**src/rtl/seg7_scan_driver_if.sv**
```systemverilog
// Bus between the display datapath (master) and the 7-segment scan driver (slave).
// load is a 1-cycle strobe with no back-pressure: value is captured on every clock where load is high.
interface seg7_scan_driver_if #(
    parameter int NUM_DIGITS = 4
);
    logic [4*NUM_DIGITS-1:0] value;
    logic                    load;
    logic [NUM_DIGITS-1:0]   digit_en;
    logic [6:0]              seg;
    logic [NUM_DIGITS-1:0]   an;
    logic                    frame_tick;

    modport master (
        output value, load, digit_en,
        input  seg, an, frame_tick
    );

    modport slave (
        input  value, load, digit_en,
        output seg, an, frame_tick
    );
endinterface

```
**src/rtl/seg7_scan_driver.sv**
```systemverilog
// Time-multiplexed hex 7-segment driver with tear-free value updates at frame boundaries.
// Optional leading-zero blanking is enabled by defining SEG7_LZB_EN.
module seg7_scan_driver #(
    parameter int NUM_DIGITS     = 4,
    parameter int PRESCALE       = 1000,
    parameter bit ACTIVE_LOW_SEG = 1'b1,
    parameter bit ACTIVE_LOW_AN  = 1'b1
) (
    input logic          clk,
    input logic          rst,
    seg7_scan_driver_if.slave bus
);
    localparam int PS_W  = $clog2(PRESCALE);
    localparam int IDX_W = (NUM_DIGITS > 1) ? $clog2(NUM_DIGITS) : 1;
    localparam int DW    = 4 * NUM_DIGITS;

    logic [PS_W-1:0]       ps_q, ps_d;
    logic [IDX_W-1:0]      idx_q, idx_d;
    logic [DW-1:0]         disp_q, disp_d;
    logic [DW-1:0]         pend_q, pend_d;
    logic                  pend_flag_q, pend_flag_d;
    logic [6:0]            seg_q, seg_d;
    logic [NUM_DIGITS-1:0] an_q, an_d;
    logic                  ft_q, ft_d;

    logic                  slot_end;
    logic                  frame_end;
    logic [NUM_DIGITS-1:0] show;
    logic                  zero_above;
    logic [3:0]            nib;
    logic                  cur_en;
    logic [NUM_DIGITS-1:0] an_hot;
    logic [6:0]            seg_on;

    function automatic logic [6:0] seg7_lit(input logic [3:0] n);
        logic [6:0] s;
        case (n)
            4'h0: s = 7'h3F;
            4'h1: s = 7'h06;
            4'h2: s = 7'h5B;
            4'h3: s = 7'h4F;
            4'h4: s = 7'h66;
            4'h5: s = 7'h6D;
            4'h6: s = 7'h7D;
            4'h7: s = 7'h07;
            4'h8: s = 7'h7F;
            4'h9: s = 7'h6F;
            4'hA: s = 7'h77;
            4'hB: s = 7'h7C;
            4'hC: s = 7'h39;
            4'hD: s = 7'h5E;
            4'hE: s = 7'h79;
            default: s = 7'h71;
        endcase
        return s;
    endfunction

    assign slot_end  = (ps_q == PS_W'(PRESCALE - 1));
    assign frame_end = slot_end && (idx_q == IDX_W'(NUM_DIGITS - 1));

    // Scan counters and the pending/displayed value pair.
    always_comb begin
        ps_d        = slot_end ? '0 : ps_q + PS_W'(1);
        idx_d       = idx_q;
        disp_d      = disp_q;
        pend_d      = pend_q;
        pend_flag_d = pend_flag_q;
        if (slot_end) begin
            idx_d = frame_end ? '0 : idx_q + IDX_W'(1);
        end
        if (frame_end) begin
            if (bus.load) begin
                disp_d = bus.value;
            end else if (pend_flag_q) begin
                disp_d = pend_q;
            end
            pend_flag_d = 1'b0;
        end else if (bus.load) begin
            pend_d      = bus.value;
            pend_flag_d = 1'b1;
        end
    end

    // Walk down from the top digit so a digit is blanked only if it and everything above is zero.
    always_comb begin
        show       = bus.digit_en;
        zero_above = 1'b1;
        for (int i = NUM_DIGITS - 1; i >= 0; i--) begin
            zero_above = zero_above && (disp_q[4*i +: 4] == 4'd0);
`ifdef SEG7_LZB_EN
            if (i > 0 && zero_above) begin
                show[i] = 1'b0;
            end
`endif
        end
    end

    always_comb begin
        nib    = 4'd0;
        cur_en = 1'b0;
        an_hot = '0;
        for (int i = 0; i < NUM_DIGITS; i++) begin
            if (idx_q == IDX_W'(i)) begin
                nib       = disp_q[4*i +: 4];
                cur_en    = show[i];
                an_hot[i] = 1'b1;
            end
        end
        seg_on = cur_en ? seg7_lit(nib) : 7'd0;
        // First cycle of every slot keeps all anodes off so the previous digit cannot ghost.
        an_d   = ((cur_en && ps_q != '0) ? an_hot : '0) ^ {NUM_DIGITS{ACTIVE_LOW_AN}};
        seg_d  = seg_on ^ {7{ACTIVE_LOW_SEG}};
        ft_d   = frame_end;
    end

    always_ff @(posedge clk) begin
        if (rst) begin
            ps_q        <= '0;
            idx_q       <= '0;
            disp_q      <= '0;
            pend_q      <= '0;
            pend_flag_q <= 1'b0;
            seg_q       <= {7{ACTIVE_LOW_SEG}};
            an_q        <= {NUM_DIGITS{ACTIVE_LOW_AN}};
            ft_q        <= 1'b0;
        end else begin
            ps_q        <= ps_d;
            idx_q       <= idx_d;
            disp_q      <= disp_d;
            pend_q      <= pend_d;
            pend_flag_q <= pend_flag_d;
            seg_q       <= seg_d;
            an_q        <= an_d;
            ft_q        <= ft_d;
        end
    end

    assign bus.seg        = seg_q;
    assign bus.an         = an_q;
    assign bus.frame_tick = ft_q;
endmodule

```
**src/flat_wrapper.sv**
```systemverilog
// flat-port wrapper written by rule: the top's interface ports become plain ports
module seg7_scan_driver_flat 
#(
    parameter int NUM_DIGITS     = 4,
    parameter int PRESCALE       = 1000,
    parameter bit ACTIVE_LOW_SEG = 1'b1,
    parameter bit ACTIVE_LOW_AN  = 1'b1
)
  (clk, rst, bus_value, bus_load, bus_digit_en, bus_seg, bus_an, bus_frame_tick);
  seg7_scan_driver_if #(.NUM_DIGITS(NUM_DIGITS)) bus_i ();
  input logic clk;
  input logic rst;
  input wire logic [$bits(bus_i.value)-1:0] bus_value;
  input wire logic [$bits(bus_i.load)-1:0] bus_load;
  input wire logic [$bits(bus_i.digit_en)-1:0] bus_digit_en;
  output wire logic [$bits(bus_i.seg)-1:0] bus_seg;
  output wire logic [$bits(bus_i.an)-1:0] bus_an;
  output wire logic [$bits(bus_i.frame_tick)-1:0] bus_frame_tick;
  assign bus_i.value = bus_value;
  assign bus_i.load = bus_load;
  assign bus_i.digit_en = bus_digit_en;
  assign bus_seg = bus_i.seg;
  assign bus_an = bus_i.an;
  assign bus_frame_tick = bus_i.frame_tick;
  seg7_scan_driver #(.NUM_DIGITS(NUM_DIGITS), .PRESCALE(PRESCALE), .ACTIVE_LOW_SEG(ACTIVE_LOW_SEG), .ACTIVE_LOW_AN(ACTIVE_LOW_AN)) u_core (.clk(clk), .rst(rst), .bus(bus_i));
endmodule
```
**config.mk**
```make
export PLATFORM = sky130hd
export DESIGN_NAME = seg7_scan_driver_flat
export DESIGN_NICKNAME = d
export VERILOG_FILES = /design/src/rtl/seg7_scan_driver_if.sv /design/src/rtl/seg7_scan_driver.sv /design/src/flat_wrapper.sv
export SDC_FILE = /design/constraint.sdc
export NUM_CORES = 1
export LEC_CHECK = 0
export CORE_MARGIN = 2
export CORE_UTILIZATION = 25
export CTS_CLUSTER_SIZE = 28
export DETAILED_ROUTE_END_ITERATION = 10
export HOLD_SLACK_MARGIN = 0.1
export MAX_ROUTING_LAYER = met4
export SKIP_CTS_REPAIR_TIMING = 1
export SLEW_MARGIN = 20
export SYNTH_ARGS = -nofsm -noshare
export SYNTH_HDL_FRONTEND = slang
export SYNTH_SLANG_ARGS = --single-unit
```
**constraint.sdc**
```tcl
create_clock -name clk -period 2.21 [get_ports clk]
set_clock_uncertainty 0.05 [all_clocks]
set_input_delay 0.442 -clock clk [delete_from_list [all_inputs] [get_ports clk]]
set_output_delay 0.442 -clock clk [all_outputs]
set_load 0.005 [all_outputs]
```
==> flow_summary.toml <==
[drt]
ant_nets = 0
drc = 0
drt_iter0_drc = 100
drtPass1Iterations = 4
drt-wirelength-per-cell_um = 12.2
routed_wl_um = 5930
viasPerCell = 4.42
vias = 2146

[floorplan]
die_w_um = 108
pin_count = 35
die_area_um2 = 11600
core_um2 = 10400
initial_core_util = 0.259
die_h_um = 108
rows = 37

[synthesis]
yosys_register_bits = 57
yosysWarnings = 0
synthTopCellsByCount = "57 x dfxtp_1, 46 x nand2_1, 38 x nor2_1"
yosys-top-cells-area = "dfxtp_1 42%, mux2i_1 7.1%, a211oi_2 6.5%, nand2_1 6.4%, ha_1 5.6%"
synth.largest_area_cell = "dfxtp_1"
ys_types = 44
async_flop_share = 0
synth-main-ff-cell = "dfxtp_1"
synth_cells = 296
synth_top_area_share = 0.425
synth_fp_nets = 331
ys_seq_area_frac = 0.425
synth-edff-count = 0
synth.most_common_cell = "dfxtp_1"
synth_area_um2 = 2690
syn_avg_cell_area_um2 = 9.08

[place]
post-place-ws_ns = 0.0189
dp_hpwl_um = 4250
io_buffers = 34
gp_congestion = 0.807
place_area_um2 = 3290

[cts]
clk_path_buf_depth = 2
cts_tree = "yes"
clk_pin_slew_ns = 0.07
clock_sinks = 57
cts-root-buf = "clkbuf_8"
clk_latency_ns = 0.35
numCtsBuffers = 9
h-tree-depth = 3

[global_route]
grt_max_degree = 37
grt_use_total = 0.112
antenna_found_initial = 0
grt_pass1_vias = 2014
grt.overflow.total = 0
grt_pass1_wl_um = 9720

[status]
outcome = "complete, no violations"

[timing]
finalHoldViolations = 0
setup-violations-final = 0
fin_tns_setup_ns = 0
tightest_slew_ns = 0.455
setup_ws_ns = 0.161
hold_slack_ns = 0.403
rsz0062_at_grt = "no"
final_max_slew_viol_count = 0
period_minus_slack_ns = 2.05
fmax_ghz = 0.488
slew_headroom = 0.697
fin_crit_sh = 0.927

[setup_path]
critPathCaptureType = "register"
path_delay_family = "compound AO/OA/AOI/OAI gates"
critPathLaunch = "u_core.idx_q[0]$_SDFFE_PP0P_"
startpoint_type = "register"
r2r_start = "u_core.idx_q[0]$_SDFFE_PP0P_"
timing.critical_path.cells = "inv_4 > ha_4 > nand2_1 > o211ai_1 > o211a_1 > inv_2 > ha_1 > mux2_2 > o22ai_1 > nand2_1"
worstSetupPathType = "reg2reg"
slowest_stage = "dfxtp_4"
cp.arrival_ns = 2.24
path_buf_inv = 2
required_ns = 2.40
max_stage_delay_ns = 0.38
cp_common_cell = "nand2_1"
worstPathMaxFanout = 4

[pwr]
cellPowerDensity_nw_per_um2 = 621
p_leak_uw = 0.00132
vdd_drop_max_v = 0.000378

[finish]
n_antenna_cell = 0
finish.instance_area_um2 = 3550
fillers = 1085
area_growth_syn_to_layout_pct = 32.0
final_layout_size_suffix_gt1_frac = 0.186
nNetsFinal = 380

[job]
drv_cap = 0

[min_path]
worstHoldStart = "u_core.pend_q[2]$_SDFFE_PP0P_"
min_path_type = "reg2reg"
==> report_power, final <==
| part | internal, µW | switching [µW] |
|---|---|---|
| logic | 91.1 | 84.5 |
| registers | 1050 | 14.1 |
| clock network | 542 | 419 |
==> layer usage <==
metal	track usage	routed length [µm]	vias up
li1	-	-	1125
met4	0.0467	104	0
met2	0.162	2560	40
met5	-	0	-
met1	0.141	2970	971
met3	0.0430	290	10
==> cells by family after synthesis <==
| group | after synthesis | synth area share |
|---|---|---|
| AO/OA/AOI/OAI | 56 | 0.169 |
| adder cells (fa/ha/maj) | 12 | 0.0559 |
| multiplexers | 21 | 0.0791 |
| XOR/XNOR | 8 | 0.0261 |
| AND/OR/NAND/NOR | 116 | 0.204 |
| flip-flops | 57 | 0.425 |
| buffers and inverters | 26 | 0.0414 |
==> metrics by stage <==
stage               cells  power (µW)   util
floorplan             296        1180      -
global placement      470        1270  0.318
detailed placement    470        1270  0.318
CTS                   485        2240  0.336
global route          485        2320  0.342
finish                485        2200  0.342
==> flip-flops by register name (all words and copies together) (netlist names) <==
| signal | flops |
|---|---|
| u_core.bus.frame_tick | 1 |
| u_core.disp_q | 16 |
| u_core.ps_q | 10 |
| u_core.pend_q | 16 |
| u_core.pend_flag_q | 1 |
| u_core.bus.an | 4 |
| u_core.idx_q | 2 |
| u_core.bus.seg | 7 |
==> worst register-to-register path, stage by stage (launching register included) <==
cell and delay (ns):
dfxtp_4 0.38, inv_4 0.09, ha_4 0.15, nand2_1 0.06
o211ai_1 0.15, o211a_1 0.22, inv_2 0.07, ha_1 0.31
mux2_2 0.27, o22ai_1 0.12, nand2_1 0.06
==> cells in the final DEF, fill, tap and decap left out, drive strengths merged, types with 4 or more instances in the layout <==
cell | netlist | routed
xnor2 | 4 | 4
dfxtp | 57 | 57
inv | 10 | 10
clkdlybuf4s50 | 0 | 34
xor2 | 4 | 4
a21oi | 19 | 19
clkbuf | 8 | 10
nand2 | 46 | 46
nor2 | 38 | 38
buf | 8 | 20
nand3b | 4 | 4
mux2i | 19 | 19
a211oi | 19 | 19
nand3 | 8 | 8
ha | 12 | 12
==> cell type report <==
| class | instances | area (µm²) | area share |
|---|---|---|---|
| multi-input combinational | 213 | 1490 | 0.420 |
| sequential | 57 | 1150 | 0.324 |
| timing repair buffer | 54 | 503 | 0.142 |
| tap | 136 | 170 | 0.0480 |
| clock buffer | 10 | 138 | 0.0388 |
| clock inverter | 5 | 56.3 | 0.0159 |
| inverter | 10 | 40.0 | 0.0113 |
==> final timing paths <==
path	to	slack, ns	cells after the start
worst max-delay path	u_core.bus.seg[3]$_SDFF_PP1_	0.16	10
worst max register to register	u_core.bus.seg[3]$_SDFF_PP1_	0.16	10
worst min register to register	u_core.pend_q[2]$_SDFFE_PP0P_	0.40	2
worst min-delay path	u_core.pend_q[2]$_SDFFE_PP0P_	0.40	2
Power figures use the tool's default switching activity.
